File: src/rtl/dac_serializer.sv
// Multi-channel DAC serializer. Accepts one multi-channel sample per frame through a
// one-entry holding buffer and shifts each channel out MSB first. A one-cycle active-low
// latch strobe follows the LSB of every word.
// Optional feature: define DAC_UNDERRUN_CNT_EN to add the saturating 8-bit underrun_cnt port.
module dac_serializer #(
  parameter int unsigned WIDTH     = 16,
  parameter int unsigned CHANNELS  = 2,
  parameter int unsigned FRAME_LEN = 256
) (
  input  logic                        clk_12,
  input  logic                        reset_n,
  input  logic [CHANNELS*WIDTH-1:0]   in_data,
  input  logic                        in_valid,
  output logic                        in_ready,
  output logic [CHANNELS-1:0]         dout,
  output logic [CHANNELS-1:0]         latch_n,
  output logic                        underrun
`ifdef DAC_UNDERRUN_CNT_EN
  ,
  output logic [7:0]                  underrun_cnt
`endif
);

  localparam int unsigned DataW = CHANNELS * WIDTH;
  localparam int unsigned CntW  = (FRAME_LEN > 1) ? $clog2(FRAME_LEN) : 1;
  localparam logic [CntW-1:0] LastCnt  = CntW'(FRAME_LEN - 1);
  localparam logic [CntW-1:0] WidthCnt = CntW'(WIDTH);

  // Elaboration-time parameter checks
  if (WIDTH < 8 || WIDTH > 32) begin : g_bad_width
    $error("dac_serializer: WIDTH must be in 8..32");
  end
  if (CHANNELS < 1 || CHANNELS > 8) begin : g_bad_channels
    $error("dac_serializer: CHANNELS must be in 1..8");
  end
  if (FRAME_LEN < WIDTH + 2) begin : g_bad_frame
    $error("dac_serializer: FRAME_LEN must be >= WIDTH+2");
  end

  typedef enum logic {StIdle, StRun} state_e;

  state_e                state_q, state_d;
  logic [CntW-1:0]       fcnt_q, fcnt_d;
  logic [DataW-1:0]      buf_q, buf_d;
  logic                  buf_full_q, buf_full_d;
  logic [DataW-1:0]      shreg_q, shreg_d;
  // Copy of the word currently being played, replayed on underrun
  logic [DataW-1:0]      cur_q, cur_d;
  logic [CHANNELS-1:0]   dout_q, dout_d;
  logic [CHANNELS-1:0]   latch_n_q, latch_n_d;
  logic                  underrun_q, underrun_d;
`ifdef DAC_UNDERRUN_CNT_EN
  logic [7:0]            ucnt_q, ucnt_d;
`endif

  logic wrap;
  logic load;
  logic accept;

  assign wrap     = (state_q == StRun) && (fcnt_q == LastCnt);
  // Buffer drains into the shift registers when leaving IDLE or at a frame wrap
  assign load     = buf_full_q && ((state_q == StIdle) || wrap);
  assign in_ready = ~buf_full_q | load;
  assign accept   = in_valid & in_ready;

  // Next-state logic: FSM, frame counter, buffer, shift registers and registered outputs
  always_comb begin
    state_d    = state_q;
    fcnt_d     = fcnt_q;
    buf_d      = buf_q;
    buf_full_d = buf_full_q;
    shreg_d    = shreg_q;
    cur_d      = cur_q;
    underrun_d = underrun_q;
    dout_d     = '0;
    latch_n_d  = '1;
`ifdef DAC_UNDERRUN_CNT_EN
    ucnt_d     = ucnt_q;
`endif

    if (load) begin
      buf_full_d = 1'b0;
      shreg_d    = buf_q;
      cur_d      = buf_q;
    end
    // Accept after load so a same-edge load and accept leaves the buffer full
    if (accept) begin
      buf_d      = in_data;
      buf_full_d = 1'b1;
    end

    case (state_q)
      StIdle: begin
        fcnt_d = '0;
        if (buf_full_q) begin
          state_d = StRun;
        end
      end
      StRun: begin
        if (fcnt_q < WidthCnt) begin
          for (int unsigned c = 0; c < CHANNELS; c++) begin
            dout_d[c] = shreg_q[c*WIDTH + WIDTH - 1];
            shreg_d[c*WIDTH +: WIDTH] = {shreg_q[c*WIDTH +: WIDTH-1], 1'b0};
          end
        end
        if (fcnt_q == WidthCnt) begin
          latch_n_d = '0;
        end
        if (wrap) begin
          fcnt_d = '0;
          if (!buf_full_q) begin
            shreg_d    = cur_q;
            underrun_d = 1'b1;
`ifdef DAC_UNDERRUN_CNT_EN
            if (ucnt_q != 8'hFF) begin
              ucnt_d = ucnt_q + 8'd1;
            end
`endif
          end
        end else begin
          fcnt_d = fcnt_q + CntW'(1);
        end
      end
      default: state_d = StIdle;
    endcase
  end

  // State registers with asynchronous active-low reset
  always_ff @(posedge clk_12 or negedge reset_n) begin
    if (!reset_n) begin
      state_q    <= StIdle;
      fcnt_q     <= '0;
      buf_q      <= '0;
      buf_full_q <= 1'b0;
      shreg_q    <= '0;
      cur_q      <= '0;
      dout_q     <= '0;
      latch_n_q  <= '1;
      underrun_q <= 1'b0;
`ifdef DAC_UNDERRUN_CNT_EN
      ucnt_q     <= '0;
`endif
    end else begin
      state_q    <= state_d;
      fcnt_q     <= fcnt_d;
      buf_q      <= buf_d;
      buf_full_q <= buf_full_d;
      shreg_q    <= shreg_d;
      cur_q      <= cur_d;
      dout_q     <= dout_d;
      latch_n_q  <= latch_n_d;
      underrun_q <= underrun_d;
`ifdef DAC_UNDERRUN_CNT_EN
      ucnt_q     <= ucnt_d;
`endif
    end
  end

  assign dout     = dout_q;
  assign latch_n  = latch_n_q;
  assign underrun = underrun_q;
`ifdef DAC_UNDERRUN_CNT_EN
  assign underrun_cnt = ucnt_q;
`endif

endmodule

File: config.mk
export PLATFORM = sky130hd
export DESIGN_NAME = dac_serializer
export DESIGN_NICKNAME = d
export VERILOG_FILES = /design/src/rtl/dac_serializer.sv
export SDC_FILE = /design/constraint.sdc
export NUM_CORES = 1
export LEC_CHECK = 0
export BUFFER_PORTS_ARGS = -buffer_cell sky130_fd_sc_hd__clkbuf_2
export CAP_MARGIN = 40
export CELL_PAD_IN_SITES_DETAIL_PLACEMENT = 1
export CELL_PAD_IN_SITES_GLOBAL_PLACEMENT = 1
export CORE_MARGIN = 2
export CORE_UTILIZATION = 46
export CTS_BUF_LIST = sky130_fd_sc_hd__clkbuf_8
export DETAILED_ROUTE_END_ITERATION = 6
export PLACE_DENSITY_LB_ADDON = 0.1
export SLEW_MARGIN = 25
export SYNTH_ARGS = -nofsm -noshare
export SYNTH_HDL_FRONTEND = slang
export SYNTH_SLANG_ARGS = --single-unit
File: constraint.sdc
create_clock -name clk_12 -period 2.05 [get_ports clk_12]
set_clock_uncertainty 0.15 [all_clocks]
set_input_delay 0.3075 -clock clk_12 [delete_from_list [all_inputs] [get_ports clk_12]]
set_output_delay 0.3075 -clock clk_12 [all_outputs]
set_load 0.02 [all_outputs]
# Yosys cells after proc, flatten, opt, wreduce, memory -nomap -nowiden
# Index checks and enable logic that the tools add are counted.
dict set report totals {
  romBits 0
  ramBits 0
  latch_bits 0
  input_bits 35
  register_bits 111
  mem_count 0
  output_inout_bits 6
}
dict set report op_classes {
  order_cmp 1
  shift 0
  n_mux 15
  div_mod_pow 0
  eq_ne 2
  n_reduce_logical 5
  n_bitwise 4
  mul 0
  addsub 1
}
# operator count
set op_table {}
lappend op_table {{32-bit two-way mux} 5}
lappend op_table {{8-bit case mux with 2 select lines} 1}
lappend op_table {{8-bit by 1-bit adder with 8-bit output (second input constant)} 1}
lappend op_table {{8-bit by 5-bit == test with 1-bit output (second input constant)} 1}
lappend op_table {{8-bit == test (second input constant)} 1}
lappend op_table {{8-bit by 5-bit less-than comparator with 1-bit output (second input constant)} 1}
lappend op_table {{2-bit two-way mux} 4}
lappend op_table {{8-bit two-way mux} 1}
lappend op_table {{1-bit two-way mux} 4}
lappend op_table {{3-bit AND reduction} 1}
lappend op_table {{1-bit logical AND} 2}
lappend op_table {{1-bit inverter} 2}
lappend op_table {{2-bit nonzero test} 1}
lappend op_table {{1-bit AND} 1}
lappend op_table {{1-bit logical OR} 1}
lappend op_table {{1-bit OR} 1}

# Depth between registers and ports, before layout
# Gate-level depths: netlist (run 1).
dict set report depth {
  depth_word 9
  depth_mapped 7
}

# Worst setup path after synthesis (run 1)
# No wires, ideal clock.
dict set report synth_path {
  path_type {register -> register}
  startpoint {register fcnt_q[0]}
  endpoint {register cur_q[10]}
  t_arrival_ns 1.848
  path_slack_ns -0.073
  required_ns 1.775
  period_less_slack_ns 2.123
  path_stages_with_launch 8
  path_cell_list {dfrtp_1 > ha_1 > and4_1 > nand4_2 > buf_6 > a21boi_4 > buf_6 > mux2_2}
}
dict set report synth_between {
  elab_chain_len 4
}
# element line
set synth_rtl {}
lappend synth_rtl {{start, declared} 43} ;# logic [CntW-1:0] fcnt_q, fcnt_d;
lappend synth_rtl {{start signal, assigned} 145} ;# fcnt_q <= fcnt_d;
lappend synth_rtl {{8-bit == test} 60} ;# assign wrap = (state_q == StRun) && (fcnt_q == LastCnt);
lappend synth_rtl {{1-bit logical AND} 60}
lappend synth_rtl {{1-bit logical OR} 62} ;# assign load = buf_full_q && ((state_q == StIdle) || wrap);
lappend synth_rtl {{1-bit logical AND} 62}
lappend synth_rtl {{end signal, assigned} 149} ;# cur_q <= cur_d;
lappend synth_rtl {{end, declared} 48} ;# logic [DataW-1:0] cur_q, cur_d;
# Every way passes these cells.
# A chain may end at the register's enable or synchronous reset.

# Worst setup path after layout (run 1)
dict set report layout_path {
  startpoint {register fcnt_q[1]}
  endpoint {register shreg_q[0]}
}
dict set report layout_between {
  elab_chain_len 9
  elab_cells_between_ends 10
}
# element line
set layout_rtl {}
lappend layout_rtl {{8-bit == test} 60}
lappend layout_rtl {{1-bit logical AND} 60}
lappend layout_rtl {{1-bit logical OR} 62}
lappend layout_rtl {{1-bit logical AND} 62}
lappend layout_rtl {{32-bit two-way mux} 81} ;# if (load) begin
lappend layout_rtl {{32-bit two-way mux} 100} ;# if (fcnt_q < WidthCnt) begin
lappend layout_rtl {{32-bit two-way mux} 111} ;# if (!buf_full_q) begin
lappend layout_rtl {{32-bit two-way mux} 109} ;# if (wrap) begin
lappend layout_rtl {{32-bit two-way mux *} 92} ;# case (state_q)
lappend layout_rtl {{net shreg_d[0]} 46} ;# logic [DataW-1:0] shreg_q, shreg_d;
lappend layout_rtl {{end signal, assigned} 148} ;# shreg_q <= shreg_d;
lappend layout_rtl {{end, declared} 46}
# Mark *: on every way through the listed nets, which the timed path passes. The rest lies on a longest branch.

==> results of run 1 <==
-- synthesized netlist by cell type (all sizes together), types with 2 or more instances --
library cell  number  area [um^2]
a21boi             2         26.3
a21oi              3         15.0
a221o             18          180
a221oi            14          179
and2               5         31.3
buf               24          166
clkbuf            13         48.8
dfrtp            109         2730
ha                 2         25.0
inv               17         63.8
mux2              78          912
mux2i             34          340
nand2             41          154
nand2b             3         18.8
nand3              4         20.0
nand4              2         18.8
nor2              33          124
nor2b             29          181
o22ai             14         87.6
o2bb2ai           16          140
or2                2         12.5
or4                2         15.0
xnor2              3         26.3
xor2               2         17.5
-- cell usage in the layout (no fill, tap or decap), types with 3 or more instances in the layout --
cell type and count:
clkinv_2 4, and2_1 5, dlygate4sd3_1 31, buf_12 15, a221o_1 18, mux2i_1 34, clkbuf_2 38, nor2b_1 29
mux2_4 73, nand2_1 41, mux2_2 5, a221oi_2 12, clkbuf_8 9, nand3_1 3, o2bb2ai_1 16, buf_6 10
o22ai_1 14, nor2_1 33, xnor2_1 3, a21oi_1 3, dfrtp_1 107, clkbuf_16 5, nand2b_1 3, inv_1 19
buf_4 20
-- layout make-up --
class                      count  area (um^2)  share of cell area (%)
clock buffer                   9          124                    1.70
clock inverter                 7         57.6                   0.790
inverter                      17         63.8                   0.876
multi-input combinational    313         2880                    39.5
sequential                   110         2760                    37.8
tap                          147          184                    2.52
timing repair buffer         121         1220                    16.7
-- cells by family (layout without fill, tap and decap cells) --
logic type	Yosys count	count (layout)
buffers and inverters	54	154
XOR/XNOR	5	5
AO/OA/AOI/OAI	69	69
multiplexers	112	112
AND/OR/NAND/NOR	125	125
adder cells (fa/ha/maj)	2	2
flip-flops	110	110
-- registers in the layout, indices dropped and copies added (netlist names) --
name and cells:
buf_q 32, cur_q 32, shreg_q 32, fcnt_q 8, dout 2, buf_full_q 1, latch_n 1, state_q 1
underrun 1
-- metal layers --
layer  part of all wire [%]  wire length, um
met3                    2.3              337
met1                     45             6710
met2                     51             7650
met5                      0                0
met4                    1.1              167
-- power by group --
group / internal, mW / leakage, nW / switching [mW] / total [mW]
clock network: 0.549 / 0.105 / 0.724 / 1.27
logic: 0.266 / 2.05 / 0.164 / 0.430
registers: 2.28 / 1.42 / 0.111 / 2.39
total: 3.10 / 3.57 / 0.999 / 4.10
-- repair_timing --
item                                    CTS  global route
hold endpoints to repair                 54             2
gates resized for setup                  23            72
hold buffers                             29             2
pin swaps                                 5             5
setup buffers                             7             5
endpoints found under the setup margin   98            98
cloned                                    1             6
-- critical path: stages (launching register included) --
cell and delay, ns:
dfrtp_1 0.38, ha_2 0.19, and4_4 0.22, nand4_4 0.10, buf_6 0.17, buf_4 0.15
nor3b_4 0.27, buf_6 0.17, buf_6 0.13, a221o_1 0.16
-- final timing paths --
path	to	slack (ns)
max in group asynchronous	shreg_q[6]	0.92
min reg2reg	underrun	0.35
max	shreg_q[0]	-0.10
min	buf_q[14]	0.03
min in group asynchronous	buf_q[17]	0.25
max reg2reg	shreg_q[0]	-0.10
-- per-stage QoR --
step | total power, mW | setup TNS (ns) | hold slack, ns | setup WS [ns]
3_3_place_gp | 2.71 | -6.31 | 0.126 | -0.0999
2_1_floorplan | 2.58 | -0.329 | -0.138 | -0.0127
4_1_cts | 4.07 | -1.23 | 0.000206 | -0.0636
3_5_place_dp | 2.74 | -9.62 | 0.128 | -0.156
5_1_grt | 4.29 | -12.19 | 0.00639 | -0.206
6_report | 4.10 | -4.68 | 0.0279 | -0.101
==> results.cfg, run 1 <==
[route]
num_vias = 4095
drtIter0Drc = 238
wirelength_mm = 14.9
ant_nets = 0
drc = 0
drt_first_pass_iters = 4
wire_per_inst_um = 20.5
vias_per_cell = 5.66

[synthesis]
synthesis.area_um2 = 5620
yosys.area_share.simple_pct = 11.0
ys_seq_area_share_pct = 49.0
synth_compound_area_share_pct = 11.5
syn_avg_cell_area_um2 = 11.8
syn_nets = 514
synth_cells = 477
yosys.area_share.adder_pct = 0.445
synthXorXnorAreaFrac_pct = 0.779
synthMuxAreaShare_pct = 22.3
ys_types = 39
synth_edf_count = 0
ys.flop_type = dfrtp_1
synth_seq_cells = 110
synth_top_family_by_area = multiplexers
async_reset_ff_share_pct = 100
yosysWarningCount = 0

[clocking]
numCtsBuffers = 9
clock-sinks = 110
htreeDepth = 3
clockBufferDepth = 2
cts_tree = yes
clkTransAtPathRegs_ns = 0.10
clkLatencyLatePin_ns = 0.38
cts-root-buf = clkbuf_8

[global_route]
grt_pass1_wl_mm = 22.5
grt_max_degree = 47
overflow = 0
grt.busiest_layer = met2
antenna_found_initial = 0
grt_pass1_vias = 4408
met2_usage_pct = 38.2
grtUsageTotal_pct = 22.2
use_met1_pct = 28.0
met3_usage_pct = 4.66

[worst_setup_path]
critical_path_class = reg2reg
setup.worst_path.start = fcnt_q[1]
reg2reg_depth = 9
path_max_fanout = 5
worstSetupStartpointType = flip-flop
rr_startpoint = fcnt_q[1]
cp-end-kind = flip-flop
cp.arrival_ns = 2.32
critical_path_required_ns = 2.22

[power_and_ir_drop]
power.density_nw_per_um2 = 562
peakVddDrop_mv = 0.467
p_leak_nw = 3.57

[final_layout]
finalCoreUtilization_pct = 60.9
fill_cells = 1194
layout-drive-gt1-share_pct = 35.7
fin_area_um2 = 7290
area_growth_pct = 29.6
final_net_count = 609
antenna_cells = 0
final_cells = 724

[floorplan]
die_w_um = 115
num_rows = 40
die_h_um = 115
io_pins = 41
start_util_pct = 47.0
die_area_um2 = 13100
core_area_um2 = 12000

[sta]
slew_viol_final = 0
tightest_slew_ns = 0.491
rsz0062_at_grt = yes
slew_headroom_pct = 66.8
fin_crit_ns = 2.15
hold_viol_final = 0
fin_ws_ns = -0.101
finalSetupViolations = 92
fmax_mhz = 465
period_share_pct = 105

[run_status]
violations = setup timing
status = finished with violations

[placed_design]
gp_congestion = 0.757
io_buffers = 40
placed_cells = 660
hpwl_mm = 8.60
placed_area_um2 = 6220

[hold_path]
min_path_type = in2reg
hold_depth = 2
hold_path.startpoint = in_data[14]

[run]
timing.max_cap.violations = 0
Power figures use the tool's default switching activity.
==> run 2, diff against run 1 <==
Settings changed: ABC_AREA from default to 1, CORE_UTILIZATION 46 to 42, PLACE_DENSITY from default to 0.83, PLACE_DENSITY_LB_ADDON 0.1 to default.
==> run 2 against run 1 <==
The run ends with hold timing left. Via count up 13%. Synthesized area down 6.4%. Sequential power up 5%. Critical path type is now reg2out. Largest cell class is now sequential cells. Highest routed layer unchanged.
==> results.cfg, run 2 <==
[run_status]
status = finished with violations
violations = hold timing

[clocking]
clkLatencyLatePin_ns = 0.40
numCtsBuffers = 9
clock-sinks = 110
htreeDepth = 3
clockBufferDepth = 2
cts-root-buf = clkbuf_8
cts_tree = yes
clkTransAtPathRegs_ns = 0.11

[route]
met1Wirelength_mm = 6.55
wl_met3_um = 427
wirelength_mm = 14.9
wire_per_inst_um = 16.8
drc = 0
drt_first_pass_iters = 4
drtIter0Drc = 284
ant_nets = 0
num_vias = 4620
wl_met2_mm = 7.62
vias_per_cell = 5.18
highest_layer = met4

[power_and_ir_drop]
comb_power_share_pct = 10.0
seq_power_share_pct = 58.9
power.density_nw_per_um2 = 681
peakVddDrop_mv = 0.411
p_leak_nw = 3.35
internal_power_mw = 3.11
swShare_pct = 27.4
clockPowerShare_pct = 31.2
p_sw_mw = 1.17

[worst_setup_path]
cp-end-kind = output pin
rr_endpoint = shreg_q[6]
cp.arrival_ns = 1.55
cp_cell_sequence = ha_4 > nand2_4 > nor2_4 > nand2_4 > nand2_8 > inv_8 > nand2_8 > buf_8
crit_buf_inv = 2
path_max_fanout = 3
path_delay_family = flip-flops
critPathMaxStageDelay_ns = 0.43
worstSetupStartpointType = flip-flop
crit_path_top_delay_cell = dfrtp_1
critical_path_class = reg2out
r2r_slack_ns = 0.05
critical_path_required_ns = 1.59
reg2reg_depth = 11
rr_startpoint = fcnt_q[4]

[final_layout]
layout-drive-gt1-share_pct = 15.5
finalCoreUtilization_pct = 51.9
final_cells = 892
fill_cells = 1502
final_net_count = 756
layout.cells.most_common = nand2_1
final_cell_mix = 212 x nand2_1, 108 x dfrtp_1, 69 x nor2_1, 55 x nand3_1, 54 x inv_1
antenna_cells = 0
top_regs = buf_q: 32 flops, cur_q: 32 flops, shreg_q: 32 flops
fin_area_um2 = 6290
area_growth_pct = 19.5

[synthesis]
ys_types = 28
synth_edf_count = 0
synth_seq_cells = 110
yosys.area_share.simple_pct = 30.1
ys_seq_area_share_pct = 52.3
netlist.area_leader.share_pct = 51.8
synthTopCellsByArea = dfrtp_1 52%, nand2_1 15%, nand3_1 5.3%
synth_cells = 655
yosysMostFrequentCell = nand2_1
synthXorXnorAreaFrac_pct = 0
synthTopCellsByCount = 213 x nand2_1, 109 x dfrtp_1, 69 x nor2_1
yosys.area_share.adder_pct = 0.476
async_reset_ff_share_pct = 100
synth_compound_area_share_pct = 8.30
ys.flop_type = dfrtp_1
synthMuxAreaShare_pct = 0
syn_nets = 692
yosysWarningCount = 0
synth_top_family_by_area = simple AND/OR/NAND/NOR gates
syn_avg_cell_area_um2 = 8.03
synthesis.area_um2 = 5260
yosysTopAreaCell = dfrtp_1

[sta]
hold_viol_final = 1
slew_viol_final = 0
hold_ws_ns = -0.00165
period_share_pct = 98.1
rsz0062_at_grt = yes
slew_headroom_pct = 62.6
fin_crit_ns = 2.01
tightest_slew_ns = 0.561
finalSetupViolations = 0
fmax_mhz = 497
setup_tns_ns = 0

[hold_path]
hold_depth = 3
hold_path_end = buf_q[25]
hold_path.startpoint = in_data[25]
min_path_type = in2reg

[floorplan]
die_w_um = 116
core_area_um2 = 12100
num_rows = 40
start_util_pct = 43.4
die_h_um = 116
io_pins = 41
die_area_um2 = 13400

[placed_design]
placed_area_um2 = 5640
gp_congestion = 0.797
hpwl_mm = 8.79
placed_cells = 838
io_buffers = 40

[global_route]
grtUsageTotal_pct = 23.8
grt_pass1_wl_mm = 24.8
overflow = 0
grt_pass1_vias = 5087
grt_max_degree = 51
antenna_found_initial = 0

[run]
timing.max_cap.violations = 0
run 2: cell types whose count changed after synthesis, sizes merged, moves of 18 or more:
cell | previous run | this run
nor2b | 29 | 0
o21ai | 0 | 46
inv | 17 | 56
mux2i | 34 | 0
nor2 | 33 | 71
nand3 | 4 | 67
a221o | 18 | 0
nand2 | 41 | 219
mux2 | 78 | 0
run 2: logic make-up after synthesis:
group                      count (synthesis)
and+or+nand+nor                          366
buffers and inverters                     98
adders and majority gates                  2
AOI/OAI and AO/OA                         79
DFF                                      110
run 2: cell type report:
class                   count  area, um^2  share of cell area [%]
clock buffers               9         124                    1.97
clock inverters             7        65.1                    1.04
inverters                  56         218                    3.46
multi-input cells         447        2100                    33.4
flip-flops and latches    110        2760                    43.8
well taps                 168         210                    3.34
repair buffers             95         813                    12.9
run 2: per-stage QoR:
stage	power (mW)	hold WS (ns)	setup WS, ns
final	4.28	-0.00165	0.0396
after global routing	4.48	0.00607	-0.0309
after CTS	4.29	0.000295	0.00381
after detailed placement	2.93	0.146	-0.0700
after global placement	2.89	0.144	0.0790
after floorplan	2.75	-0.138	0.306
run 2: per-layer routing:
| layer | track usage (%) | vias up |
|---|---|---|
| li1 | - | 2190 |
| met1 | 29.1 | 2324 |
| met3 | 4.03 | 29 |
| met4 | 9.37 | 0 |
| met5 | 0 | - |
| met2 | 41.9 | 77 |
run 2: worst max path at each step:
stage,end,start,slack (ns),cells after the start
final,in_ready,fcnt_q[0],0.04,8
after CTS,in_ready,fcnt_q[1],0.004,8
after detailed placement,buf_q[25],fcnt_q[0],-0.07,10
after global routing,shreg_q[6],fcnt_q[6],-0.03,11
after global placement,buf_q[9],fcnt_q[0],0.08,10
after floorplan,in_ready,fcnt_q[0],0.31,8
run 2: timing repair:
item	4_1_cts	5_1_grt
resized for setup	10	9
pin swaps	3	2
hold buffers	27	0
buffers inserted	6	4
endpoints found under the setup margin	34	77
hold endpoints to repair	57	0
gates cloned	0	1
run 2: worst register-to-register path, stage by stage (launching register included):
cell     delay, ns
dfrtp_1       0.48
nand2_2       0.11
nor2_4        0.17
nand2_4       0.09
nand2_8       0.09
buf_8         0.18
nand2_4       0.08
buf_12        0.18
nand2_1       0.12
nand2_1       0.09
nand2_1       0.08
nand2_1       0.05
run 2: power by group through the flow:
stage	combinational, mW	clock [mW]	sequential (mW)
6_report	0.427	1.33	2.52
5_1_grt	0.493	1.44	2.54
4_1_cts	0.423	1.35	2.52
3_5_place_dp	0.374	0	2.55
3_3_place_gp	0.346	0	2.55
2_1_floorplan	0.233	0	2.51
==> run 3, diff against run 2 <==
Settings changed: REMOVE_ABC_BUFFERS from default to 1.
==> run 3 against run 2 <==
The run now ends clean. Combinational power is 3% lower. Setup slack worse by 0.028 ns. Largest power group unchanged. Sequential power about the same. Register-to-register slack gained 0.02 ns. Critical path type unchanged. Fmax decreased by 1.4%. First-iteration DRC count fell by 35%. Count of clock-buffer cells in the layout unchanged. Largest cell class unchanged. Clock power grew 18%.
==> results.cfg, run 3 (synthesis gave the netlist of run 2 again) <==
[sta]
fmax_mhz = 491
fin_ws_ns = 0.0121
hold_viol_final = 0
rsz0062_at_grt = yes
slew_headroom_pct = 59.2
slew_viol_final = 0
finalSetupViolations = 0
tightest_slew_ns = 0.608
period_share_pct = 99.4
fin_crit_ns = 2.04
hold_ws_ns = 0.00245

[clocking]
clkTransAtPathRegs_ns = 0.10
htreeDepth = 3
cts_tree = yes
clkLatencyLatePin_ns = 0.38
cts-root-buf = clkbuf_8
clock-sinks = 110
numCtsBuffers = 9
clockBufferDepth = 2

[power_and_ir_drop]
clockPowerShare_pct = 34.8
comb_power_share_pct = 9.2
seq_power_share_pct = 56.0
swShare_pct = 26.1
p_sw_mw = 1.18
p_leak_nw = 3.27
power.density_nw_per_um2 = 736
internal_power_mw = 3.33
peakVddDrop_mv = 0.353

[worst_setup_path]
cp_cell_sequence = ha_2 > nand2_2 > nor2_4 > nand2_2 > nand2_4 > inv_6 > nand2_8 > buf_8
cp-end-kind = output pin
path_max_fanout = 3
cp.arrival_ns = 1.58
r2r_slack_ns = 0.07
crit_path_frequent_cell = nand2_2
worstSetupStartpointType = flip-flop
crit_buf_inv = 2
crit_path_top_delay_cell = dfrtp_1
critical_path_required_ns = 1.59
critical_path_class = reg2out
path_delay_family = flip-flops
critPathMaxStageDelay_ns = 0.41

[final_layout]
area_growth_pct = 16.5
antenna_cells = 0
layout-drive-gt1-share_pct = 15.5
fin_area_um2 = 6130
fill_cells = 1525
multiInputGateArea_um2 = 2070
top_regs = buf_q: 32 flops, cur_q: 32 flops, shreg_q: 32 flops
final_net_count = 743
finalCoreUtilization_pct = 50.6
final_cell_mix = 212 x nand2_1, 108 x dfrtp_1, 69 x nor2_1, 56 x nand3_1, 55 x inv_1
regArea_um2 = 2760
layout.cells.most_common = nand2_1

[global_route]
grt_max_degree = 47
grt_pass1_wl_mm = 24.1
overflow = 0
grtUsageTotal_pct = 23.2
antenna_found_initial = 0
grt_pass1_vias = 4868

[floorplan]
die_w_um = 116
io_pins = 41
num_rows = 40
die_area_um2 = 13400
core_area_um2 = 12100
start_util_pct = 43.4
die_h_um = 116

[placed_design]
placed_area_um2 = 5650
hpwl_mm = 8.71
io_buffers = 40
dp_slack_ns = -0.0868
gp_congestion = 0.825

[route]
drtIter0Drc = 186
vias_per_cell = 5.17
drt_first_pass_iters = 4
wire_per_inst_um = 16.6
num_vias = 4548
wirelength_mm = 14.6
ant_nets = 0
drc = 0

[hold_path]
min_path_type = in2reg

[run_status]
status = completed

[run]
timing.max_cap.violations = 0
run 3: tightest hold or removal path, delay by kind of cell:
family / cells / cell delay [ns]
buffers and inverters: 1 / 0.08
AND/OR/NAND/NOR: 2 / 0.12
run 3: repair_timing:
action / 4_1_cts / 5_1_grt
hold buffers: 14 / 0
setup buffers: 7 / 1
setup endpoints to repair: 38 / 46
gates resized for setup: 8 / 4
endpoints found under the hold margin: 63 / 0
cloned: 0 / 0
pin swaps: 1 / 3
run 3: cell type report:
cell class                      instances  area share (%)
Timing Repair Buffer                   82            10.6
Inverter                               56            3.51
Sequential cell                       110            44.9
Tap cell                              168            3.43
Multi-Input combinational cell        447            33.7
Clock buffer                            9            2.02
Clock inverter                          7            1.76
run 3: worst paths after layout:
check	to	startpoint	depth (start not counted)
max reg2reg	buf_q[3]	fcnt_q[1]	12
min in group asynchronous	fcnt_q[4]	reset_n	2
max in group asynchronous	buf_q[16]	reset_n	3
min	buf_q[0]	in_data[0]	3
max	in_ready	fcnt_q[1]	8
min reg2reg	shreg_q[16]	cur_q[16]	2
run 3: through the flow:
| step | instances | setup TNS, ns | power [mW] |
|---|---|---|---|
| 2_1_floorplan | 613 | -37.31 | 2.71 |
| 3_3_place_gp | 841 | 0 | 2.90 |
| 3_5_place_dp | 841 | -2.13 | 2.94 |
| 4_1_cts | 878 | -0.0176 | 4.53 |
| 5_1_grt | 879 | -0.0718 | 4.69 |
| 6_report | 879 | 0 | 4.51 |
run 3: per-layer routing:
| metal | up-vias | GRT usage [%] | part of all wire (%) | wire length [um] |
|---|---|---|---|---|
| li1 | 2165 | - | - | - |
| met1 | 2298 | 29.2 | 44 | 6390 |
| met2 | 66 | 41.8 | 52 | 7670 |
| met3 | 19 | 2.56 | 2.3 | 332 |
| met4 | 0 | 7.78 | 1.6 | 241 |
| met5 | - | 0 | 0 | 0 |
run 3: power by group through the flow:
stage | logic, mW | clock network, mW | registers, mW
6_report | 0.415 | 1.57 | 2.53
4_1_cts | 0.421 | 1.58 | 2.53
3_5_place_dp | 0.375 | 0 | 2.56
3_3_place_gp | 0.339 | 0 | 2.56
5_1_grt | 0.474 | 1.67 | 2.55
2_1_floorplan | 0.180 | 0 | 2.53
